$ cat config.mk
export PLATFORM = sky130hd
export DESIGN_NAME = vga_frame_output
export DESIGN_NICKNAME = d
export VERILOG_FILES = /design/src/rtl/vga_frame_output.sv
export SDC_FILE = /design/constraint.sdc
export NUM_CORES = 1
export LEC_CHECK = 0
export BUFFER_PORTS_ARGS = -buffer_cell sky130_fd_sc_hd__buf_2
export CAP_MARGIN = 20
export CORE_MARGIN = 4
export CORE_UTILIZATION = 49
export DETAILED_ROUTE_END_ITERATION = 16
export PLACE_DENSITY_LB_ADDON = 0.15
export SETUP_SLACK_MARGIN = 0.5
export SYNTH_ARGS = -nofsm -noshare
export SYNTH_HDL_FRONTEND = slang
export SYNTH_SLANG_ARGS = --single-unit
$ cat constraint.sdc
create_clock -name clk -period 1.7 [get_ports clk]
set_input_delay 0.085 -clock clk [delete_from_list [all_inputs] [get_ports clk]]
set_output_delay 0.085 -clock clk [all_outputs]
set_load 0.05 [all_outputs]
$ cat src/rtl/vga_frame_output.sv
// VGA raster timing and pixel output stage: scan counters for the object logic,
// RRRGGGBB expansion, and sync/blank delayed to line up with the returning colour.
module vga_frame_output #(
   parameter int H_ACTIVE = 640,
   parameter int H_FP     = 16,
   parameter int H_SYNC   = 96,
   parameter int H_BP     = 48,
   parameter int V_ACTIVE = 480,
   parameter int V_FP     = 10,
   parameter int V_SYNC   = 2,
   parameter int V_BP     = 33,
   parameter int PIPE_DLY = 2
) (
   input  logic        clk,
   input  logic        resetN,
   input  logic        pixelEn,
   input  logic [7:0]  RGBIn,
   output logic [10:0] pixelX,
   output logic [10:0] pixelY,
   output logic        startOfFrame,
   output logic [7:0]  red,
   output logic [7:0]  green,
   output logic [7:0]  blue,
   output logic        hSync,
   output logic        vSync,
   output logic        blankN
);
   localparam int H_TOTAL = H_ACTIVE + H_FP + H_SYNC + H_BP;
   localparam int V_TOTAL = V_ACTIVE + V_FP + V_SYNC + V_BP;

   localparam logic [10:0] X_LAST   = 11'(H_TOTAL - 1);
   localparam logic [10:0] Y_LAST   = 11'(V_TOTAL - 1);
   localparam logic [10:0] X_VIS    = 11'(H_ACTIVE);
   localparam logic [10:0] Y_VIS    = 11'(V_ACTIVE);
   localparam logic [10:0] HS_START = 11'(H_ACTIVE + H_FP);
   localparam logic [10:0] HS_END   = 11'(H_ACTIVE + H_FP + H_SYNC);
   localparam logic [10:0] VS_START = 11'(V_ACTIVE + V_FP);
   localparam logic [10:0] VS_END   = 11'(V_ACTIVE + V_FP + V_SYNC);

   typedef struct packed {
      logic active;
      logic hs;
      logic vs;
   } timing_t;

   localparam timing_t TM_IDLE = '{active: 1'b0, hs: 1'b1, vs: 1'b1};

   timing_t tm_raw;
   timing_t tm_pipe [PIPE_DLY];
   timing_t tm_dly;

   always_ff @(posedge clk or negedge resetN) begin
      if (!resetN) begin
         pixelX       <= '0;
         pixelY       <= '0;
         startOfFrame <= 1'b0;
      end else begin
         startOfFrame <= 1'b0;
         if (pixelEn) begin
            if (pixelX == X_LAST) begin
               pixelX <= '0;
               if (pixelY == Y_LAST) begin
                  pixelY       <= '0;
                  startOfFrame <= 1'b1;
               end else begin
                  pixelY <= pixelY + 11'd1;
               end
            end else begin
               pixelX <= pixelX + 11'd1;
            end
         end
      end
   end

   always_comb begin
      tm_raw        = TM_IDLE;
      tm_raw.active = (pixelX < X_VIS) && (pixelY < Y_VIS);
      tm_raw.hs     = !((pixelX >= HS_START) && (pixelX < HS_END));
      tm_raw.vs     = !((pixelY >= VS_START) && (pixelY < VS_END));
   end

   // Free-running (not pixelEn-gated): it tracks the object/mux pipeline, which is clocked every clk.
   always_ff @(posedge clk or negedge resetN) begin
      if (!resetN) begin
         for (int i = 0; i < PIPE_DLY; i++) tm_pipe[i] <= TM_IDLE;
      end else begin
         tm_pipe[0] <= tm_raw;
         for (int i = 1; i < PIPE_DLY; i++) tm_pipe[i] <= tm_pipe[i-1];
      end
   end

   assign tm_dly = tm_pipe[PIPE_DLY-1];

   // Bit replication maps 0 -> 8'h00 and full scale -> 8'hFF for every channel width.
   always_ff @(posedge clk or negedge resetN) begin
      if (!resetN) begin
         hSync  <= 1'b1;
         vSync  <= 1'b1;
         blankN <= 1'b0;
         red    <= '0;
         green  <= '0;
         blue   <= '0;
      end else begin
         hSync  <= tm_dly.hs;
         vSync  <= tm_dly.vs;
         blankN <= tm_dly.active;
         if (tm_dly.active) begin
            red   <= {RGBIn[7:5], RGBIn[7:5], RGBIn[7:6]};
            green <= {RGBIn[4:2], RGBIn[4:2], RGBIn[4:3]};
            blue  <= {4{RGBIn[1:0]}};
         end else begin
            red   <= '0;
            green <= '0;
            blue  <= '0;
         end
      end
   end
endmodule
Word level (Yosys, flattened, before mapping)
Cells that the tools add are included.
{ "totals": {"register_bits": 56, "wordCells": 39} }
{ "classes": {"n_lt_le_gt_ge": 6, "n_eq_ne": 2, "add_sub_neg": 2, "muxes": 8, "n_reduce_logical": 6} }
{ "op_table": {"columns": ["cell", "count"], "rows": [
  ["8-bit two-way mux", 3],
  ["11-bit by 1-bit adder with 11-bit output (second input constant)", 2],
  ["11-bit by 10-bit == test with 1-bit output (second input constant)", 2],
  ["11-bit by 10-bit less-than comparator with 1-bit output (second input constant)", 2],
  ["11-bit by 9-bit less-than comparator with 1-bit output (second input constant)", 2],
  ["11-bit two-way mux", 2],
  ["11-bit by 10-bit greater-or-equal comparator with 1-bit output (second input constant)", 1],
  ["11-bit by 9-bit greater-or-equal comparator with 1-bit output (second input constant)", 1],
  ["1-bit logical AND", 3],
  ["1-bit two-way mux", 3],
  ["1-bit zero test", 2],
  ["2-bit AND reduction", 1]
]} }

Depth between registers and ports, before layout
Gate-level depths: netlist (run 1).
{ "depth": {"word_depth": 4, "depth_mapped": 7, "depth_no_buf": 6} }

Least setup slack after synthesis (run 1)
Ideal clock, no wire load.
{ "synth_timing": {"kind": "reg-to-reg", "start": "reg pixelX[1]", "end": "reg pixelY[4]", "n_path_buf": 1, "setup_time_ns": 0.128, "path_stages_with_launch": 7, "slack_ns": -0.275, "period_less_slack_ns": 1.975, "t_arrival_ns": 1.847, "path_cell_list": "dfrtp_1 ha_1 nand4_2 and3b_1 buf_4 nand4_1 mux2_1"} }
{ "synth_between": {"elab_chain_len": 2} }
{ "synth_lines": {"columns": ["item", "line_no", "text"], "rows": [
  ["from (decl)", "18", "output logic [10:0] pixelX,"],
  ["from (signal assigned)", "69", "pixelX <= pixelX + 11'd1;"],
  ["11-bit by 10-bit == test with 1-bit output", "60", "if (pixelX == X_LAST) begin"],
  ["2-bit AND reduction (no line)", null, null],
  ["to (signal assigned)", "66", "pixelY <= pixelY + 11'd1;"],
  ["to (decl)", "19", "output logic [10:0] pixelY,"]
]} }
No other way between the ends.
A chain may end at the register's enable or synchronous reset.

Worst setup path in the final report (run 1)
{ "layout_timing": {"start": "reg pixelX[5]", "end": "reg pixelY[4]"} }
Same word-level chain as after synthesis.

==> results of run 1 <==
synth_stat cells, drive strengths merged, types with 6 or more instances:
master and count:
o21ai 6, nand3 11, and2 9, xor2 6
dfstp 6, dfrtp 34, buf 19, nand4 10
xnor2 7, nand2 6, nor2 7, and3 6
worst max-delay path by stage:
| stage | from | end | slack, ns | cells past startpoint |
|---|---|---|---|---|
| after detailed placement | pixelX[1] | pixelY[10] | 0.10 | 5 |
| after CTS | pixelX[10] | pixelY[4] | 0.17 | 4 |
| final | pixelX[5] | pixelY[4] | 0.08 | 4 |
| after floorplan | pixelX[1] | pixelY[4] | -0.04 | 6 |
| after global placement | pixelX[6] | pixelY[5] | 0.16 | 4 |
| after global routing | pixelX[5] | pixelY[10] | 0.03 | 6 |
area by class of cell:
| class | instances | area [um^2] |
|---|---|---|
| clock buffer | 7 | 76.32 |
| clock inverter | 1 | 5.005 |
| fill | 220 | 661.9 |
| inverter | 5 | 18.77 |
| multi-input combinational | 99 | 860.8 |
| sequential | 40 | 1031 |
| tap | 46 | 57.56 |
| timing repair buffer | 105 | 757.0 |
sequential cells by signal (all words and copies together) (netlist names):
name,cells
vSync,1
tm_dly,3
tm_pipe,3
startOfFrame,1
blankN,1
blue,2
green,3
pixelX,11
pixelY,11
hSync,1
red,3
repair_timing:
action | 4_1_cts | 5_1_grt
endpoints found under the hold margin | 34 | 2
gates cloned | 1 | 0
pin swaps | 14 | 10
gates resized for setup | 33 | 49
buffers inserted | 22 | 13
setup endpoints to repair | 19 | 30
hold buffers | 1 | 2
logic make-up after synthesis:
group	share of synthesized area
compound gates	0.03498
simple gates	0.2305
xor+xnor	0.06241
buf+inv	0.08710
fa+ha+maj	0.02058
mux	0.01166
flops	0.5528
layer usage:
layer  vias to the layer above  wire length (um)  share of wire
met5                         -                 0              0
met2                        77              2720           0.51
li1                        735                 -              -
met3                        10               425          0.080
met1                       818              2079           0.39
met4                         0                82          0.015
metrics by stage:
step | worst slack [ns] | total power, mW
6_report | 0.07589 | 2.618
5_1_grt | 0.02595 | 2.748
4_1_cts | 0.1720 | 2.459
3_5_place_dp | 0.1003 | 1.773
3_3_place_gp | 0.1633 | 1.760
2_1_floorplan | -0.04086 | 1.629
power groups by stage:
stage / clock network [mW] / logic, mW / registers [mW]
2_1_floorplan: 0 / 0.218 / 1.41
3_3_place_gp: 0 / 0.590 / 1.17
3_5_place_dp: 0 / 0.591 / 1.18
4_1_cts: 0.608 / 0.703 / 1.15
5_1_grt: 0.671 / 0.909 / 1.17
6_report: 0.601 / 0.862 / 1.16
==> impl_metrics.csv, run 1 <==
group,metric,value,unit
timing,fin_skew,0.007937,ns
layout,syn_to_final_growth,53.84,%
setup_path,r2r_setup_slack,0.08,ns
layout,stdcell_count,303,
setup_path,max_stage_delay,0.43,ns
place,placed_area,2145,um^2
pwr,internal_power,1.656,mW
logic_synthesis,syn_area_per_cell,11.19,um^2
pwr,leakagePower,1.352,nW
run,cap_violations,0,
clocking,htree_levels,2,
timing,fin_setup_tns,0,ns
logic_synthesis,synthesis.nets,177,
pwr,swShare,0.3676,
min_path,hp-class,"primary input to flop",
clocking,cts_tree,"yes",
grt,grt.met3_usage,0.07558,
layout,layout_commonest_cell,"buf_2",
timing,clock.fmax,0.6157,GHz
layout,final_cell_mix,"53 x buf_2, 27 x buf_4, 19 x buf_6",
clocking,clk_latency,0.29,ns
drt,vias,1640,
drt,wl_per_cell,17.51,um
logic_synthesis,syn-cell-area,1824,um^2
pwr,p_comb_frac,0.329,
timing,timing.final.crit_share,0.9554,
pwr,seqPwrFrac,0.441,
setup_path,cp.arrival,1.80,ns
clocking,clock-root-buffer,"clkbuf_8",
drt,antenna_left,0,
layout,layout-drive-gt1-share,0.6576,
timing,fin_crit,1.624,ns
timing,setup_viol,0,
logic_synthesis,yosysTopAreaCellShare,0.4664,
pwr,vdd_ir_drop_max,1.048,mV
grt,grt_max_degree,17,
grt,top_usage_layer,"met2",
setup_path,rr_endpoint,"pixelY[4]",
timing,slew_headroom,0.8098,
setup_path,r2r_cells,4,
setup_path,end_kind,"flop",
logic_synthesis,synth_cell_types,33,
grt,grt_util_met1,0.2432,
drt,viasPerCell,5.413,
clocking,cts_buffers,5,
floorplanning,die-height,69.02,um
pwr,p_switching,0.9624,mW
setup_path,crit_buf_inv,0,
drt,drt_first_pass_iters,5,
timing,holdWs,0.01272,ns
setup_path,r2r_start,"pixelX[5]",
floorplanning,ioPinCount,61,
layout,diodes,0,
pwr,power_density,933.0,nW/um^2
run_status,status,"finished clean",
logic_synthesis,synth.ff_latch_count,40,
floorplanning,start_util,0.5260,
grt,grt.overflow.total,0,
timing,finalHoldViolCount,0,
floorplanning,die_area,4763,um^2
timing,rsz0062_at_grt,"true",
clocking,clock_path_buffers,2,
logic_synthesis,yosys_most_used_dff,"dfrtp_1",
logic_synthesis,yosys_warnings,0,
logic_synthesis,synth_top_area_cell,"dfrtp_1",
drt,drt-total-wl,5.307,mm
clocking,path_clk_slew,0.08,ns
place,dpl.hpwl,2.791,mm
min_path,holdCritStartpoint,"RGBIn[7]",
pwr,clkPwrFrac,0.230,
setup_path,worstSetupPathType,"flop to flop",
floorplanning,core_area,3468,um^2
place,dp_cells,256,
floorplanning,num_rows,21,
layout,nNetsFinal,270,
timing,drv_slew,0,
logic_synthesis,ys_seq_area_frac,0.5528,
setup_path,critPathLaunchType,"flop",
setup_path,cp.required,1.88,ns
logic_synthesis,async_reset_ff_frac,1.000,
min_path,min_to,"red[4]",
min_path,hold_depth,2,
drt,drt_iter0_drc,81,
grt,grt_pass1_vias,1594,
clocking,cts.sinks,40,
grt,grtUsageMet2,0.3422,
place,gp_congestion,0.9215,
setup_path,cpMaxStageDelayCell,"dfrtp_2",
layout,fin_util,0.8092,
logic_synthesis,synth_area_leaders,"dfrtp_1 47%, dfstp_2 8.6%, buf_4 7.4%",
timing,worst_pin_slew,0.2853,ns
setup_path,critical_path.top_delay_family,"simple AND/OR/NAND/NOR gates",
setup_path,crit_fanout,4,
layout,design_area,2806,um^2
setup_path,crit_path_cell_trace,"nor4b_4 > and3b_2 > nand4_1 > mux2_4",
logic_synthesis,synth_cells,163,
grt,grt_usage,0.2038,
grt,grt_first_pass_wirelength,7.797,mm
place,place.port_buffers,60,
grt,antenna_found_initial,0,
drt,drcViolationCount,0,
floorplanning,die_w,69.02,um
logic_synthesis,synth_edf_count,0,
(Power assumes the default switching activity.)
==> run 2, diff against run 1 <==
--- a/config.mk
+++ b/config.mk
@@ -7,7 +7,6 @@
 export LEC_CHECK = 0
 export BUFFER_PORTS_ARGS = -buffer_cell sky130_fd_sc_hd__buf_2
 export CAP_MARGIN = 20
-export CORE_MARGIN = 4
 export CORE_UTILIZATION = 49
 export DETAILED_ROUTE_END_ITERATION = 16
 export PLACE_DENSITY_LB_ADDON = 0.15
==> run 2 against run 1 <==
  * Global-route usage increased by 3.0 points
  * Sequential share of layout area increased by 2.9 points
  * Via count decreased by 8.7%
  * Non-clock buffer count decreased by 18
  * Register-to-register slack improved by 0.09 ns
  * Clock skew increased by 0.0047 ns
  * Maximum frequency increased by 6.1%
  * Sequential cell count unchanged
  * First-iteration DRC count increased by 2.5%
  * Hold slack got worse by 0.0044 ns
==> impl_metrics.csv, run 2 (synthesis gave the netlist of run 1 again) <==
group,metric,value,unit
clocking,clk_latency,0.29,ns
setup_path,worstSetupPathType,"flop to flop",
run_status,status,"finished clean",
setup_path,cp.arrival,1.70,ns
pwr,power_density,1037,nW/um^2
floorplanning,start_util,0.5300,
grt,grt_pass1_vias,1495,
drt,drcViolationCount,0,
drt,viasPerCell,5.253,
timing,setup_viol,0,
timing,timing.final.crit_share,0.9003,
min_path,hold_depth,2,
setup_path,end_kind,"flop",
layout,layout-drive-gt1-share,0.6234,
place,placed_area,2130,um^2
layout,diodes,0,
place,gp_congestion,0.8978,
min_path,hp-class,"primary input to flop",
floorplanning,die-height,63.02,um
grt,grt.overflow.total,0,
clocking,cts_buffers,5,
floorplanning,die_w,63.02,um
clocking,cts_tree,"yes",
layout,largestRegisters,"pixelX (11), pixelY (11)",
floorplanning,ioPinCount,61,
timing,fin_crit,1.530,ns
drt,drt_first_pass_iters,4,
pwr,vdd_ir_drop_max,0.8757,mV
setup_path,crit_fanout,2,
timing,fin_ws,0.1695,ns
setup_path,cp.required,1.87,ns
layout,syn_to_final_growth,42.66,%
drt,drt_iter0_drc,83,
layout,layout_commonest_cell,"buf_2",
pwr,leakagePower,1.269,nW
grt,grt_usage,0.2333,
floorplanning,core_area,3442,um^2
drt,wl_per_cell,14.88,um
drt,vias,1497,
place,dpl.hpwl,2.540,mm
timing,drv_slew,0,
clocking,path_clk_slew,0.08,ns
timing,rsz0062_at_grt,"true",
timing,fin_setup_tns,0,ns
clocking,clock-root-buffer,"clkbuf_8",
drt,drt-total-wl,4.240,mm
setup_path,cpMaxStageDelayCell,"dfrtp_2",
grt,grt_max_degree,33,
layout,stdcell_count,285,
layout,design_area,2603,um^2
place,dp_slack,0.1307,ns
clocking,htree_levels,2,
timing,finalHoldViolCount,0,
clocking,clock_path_buffers,2,
layout,fillCellCount,231,
setup_path,crit_path_cell_trace,"nor4b_4 > and3b_2 > nand4_1 > mux2_4",
grt,grt_first_pass_wirelength,7.107,mm
layout,final_cell_mix,"55 x buf_2, 23 x buf_4, 18 x dfrtp_2",
clocking,cts.sinks,40,
timing,clock.fmax,0.6534,GHz
timing,worst_pin_slew,0.6899,ns
layout,nNetsFinal,252,
run,cap_violations,0,
setup_path,critPathLaunchType,"flop",
timing,fin_skew,0.01263,ns
grt,antenna_found_initial,0,
timing,slew_headroom,0.5400,
place,dp_cells,254,
floorplanning,die_area,3971,um^2
setup_path,max_stage_delay,0.43,ns
floorplanning,num_rows,21,
place,place.port_buffers,60,
setup_path,r2r_cells,4,
drt,antenna_left,0,
-- run 2: cell count changes in the layout (fill, tap and decap cells not counted), sizes merged --
| cell | before | now |
|---|---|---|
| dlygate4sd3 | 3 | 1 |
| buf | 102 | 85 |
| bufinv | 0 | 1 |
-- run 2: power by group --
part	internal (mW)	switching (mW)
logic	0.242	0.508
registers	1.03	0.0976
clock network	0.480	0.336
total	1.76	0.942
-- run 2: metal layers --
metal,part of all wire,global-route usage
met1,0.42,0.2895
met2,0.51,0.3965
met3,0.047,0.04745
met4,0.020,0.09012
met5,0,0
-- run 2: what timing repair did --
item                       in CTS  in global routing
gates cloned                    0                  0
hold endpoints to repair       25                  0
hold buffers                    1                  0
buffers inserted               18                  4
pin swaps                      15                  5
gates resized for setup        31                 20
setup endpoints to repair      20                 28
-- run 2: metrics by stage --
stage | hold WS, ns | util | power (mW)
after floorplan | -0.2106 | - | 1.629
after global placement | 0.1517 | 0.6187 | 1.753
after detailed placement | 0.1647 | 0.6187 | 1.772
after CTS | 0.003347 | 0.7336 | 2.663
after global routing | 0.003608 | 0.7561 | 2.814
final | 0.008342 | 0.7561 | 2.698
-- run 2: layout make-up --
class                   count  area, um^2  share of cell area
clock buffers               6       82.58             0.03173
clock inverters             2       38.79             0.01490
inverters                   5       18.77            0.007212
multi-input cells          99       825.8              0.3173
flip-flops and latches     40        1031              0.3962
well taps                  46       57.56             0.02212
repair buffers             87       548.0              0.2106
-- run 2: path summary, 6_finish.rpt --
check | from | end | slack [ns]
min in group asynchronous | resetN | pixelY[8] | 0.36
max | pixelX[6] | pixelY[4] | 0.17
max reg2reg | pixelX[6] | pixelY[4] | 0.17
max in group asynchronous | resetN | blue[5] | 0.73
min | RGBIn[6] | red[6] | 0.008
min reg2reg | tm_pipe[3] | tm_dly[0] | 0.36
-- run 2: worst max-delay path: cells and delay by family (launching register included) --
kind	cells	cell delay (ns)
simple gates	3	0.66
flops	1	0.43
mux	1	0.33
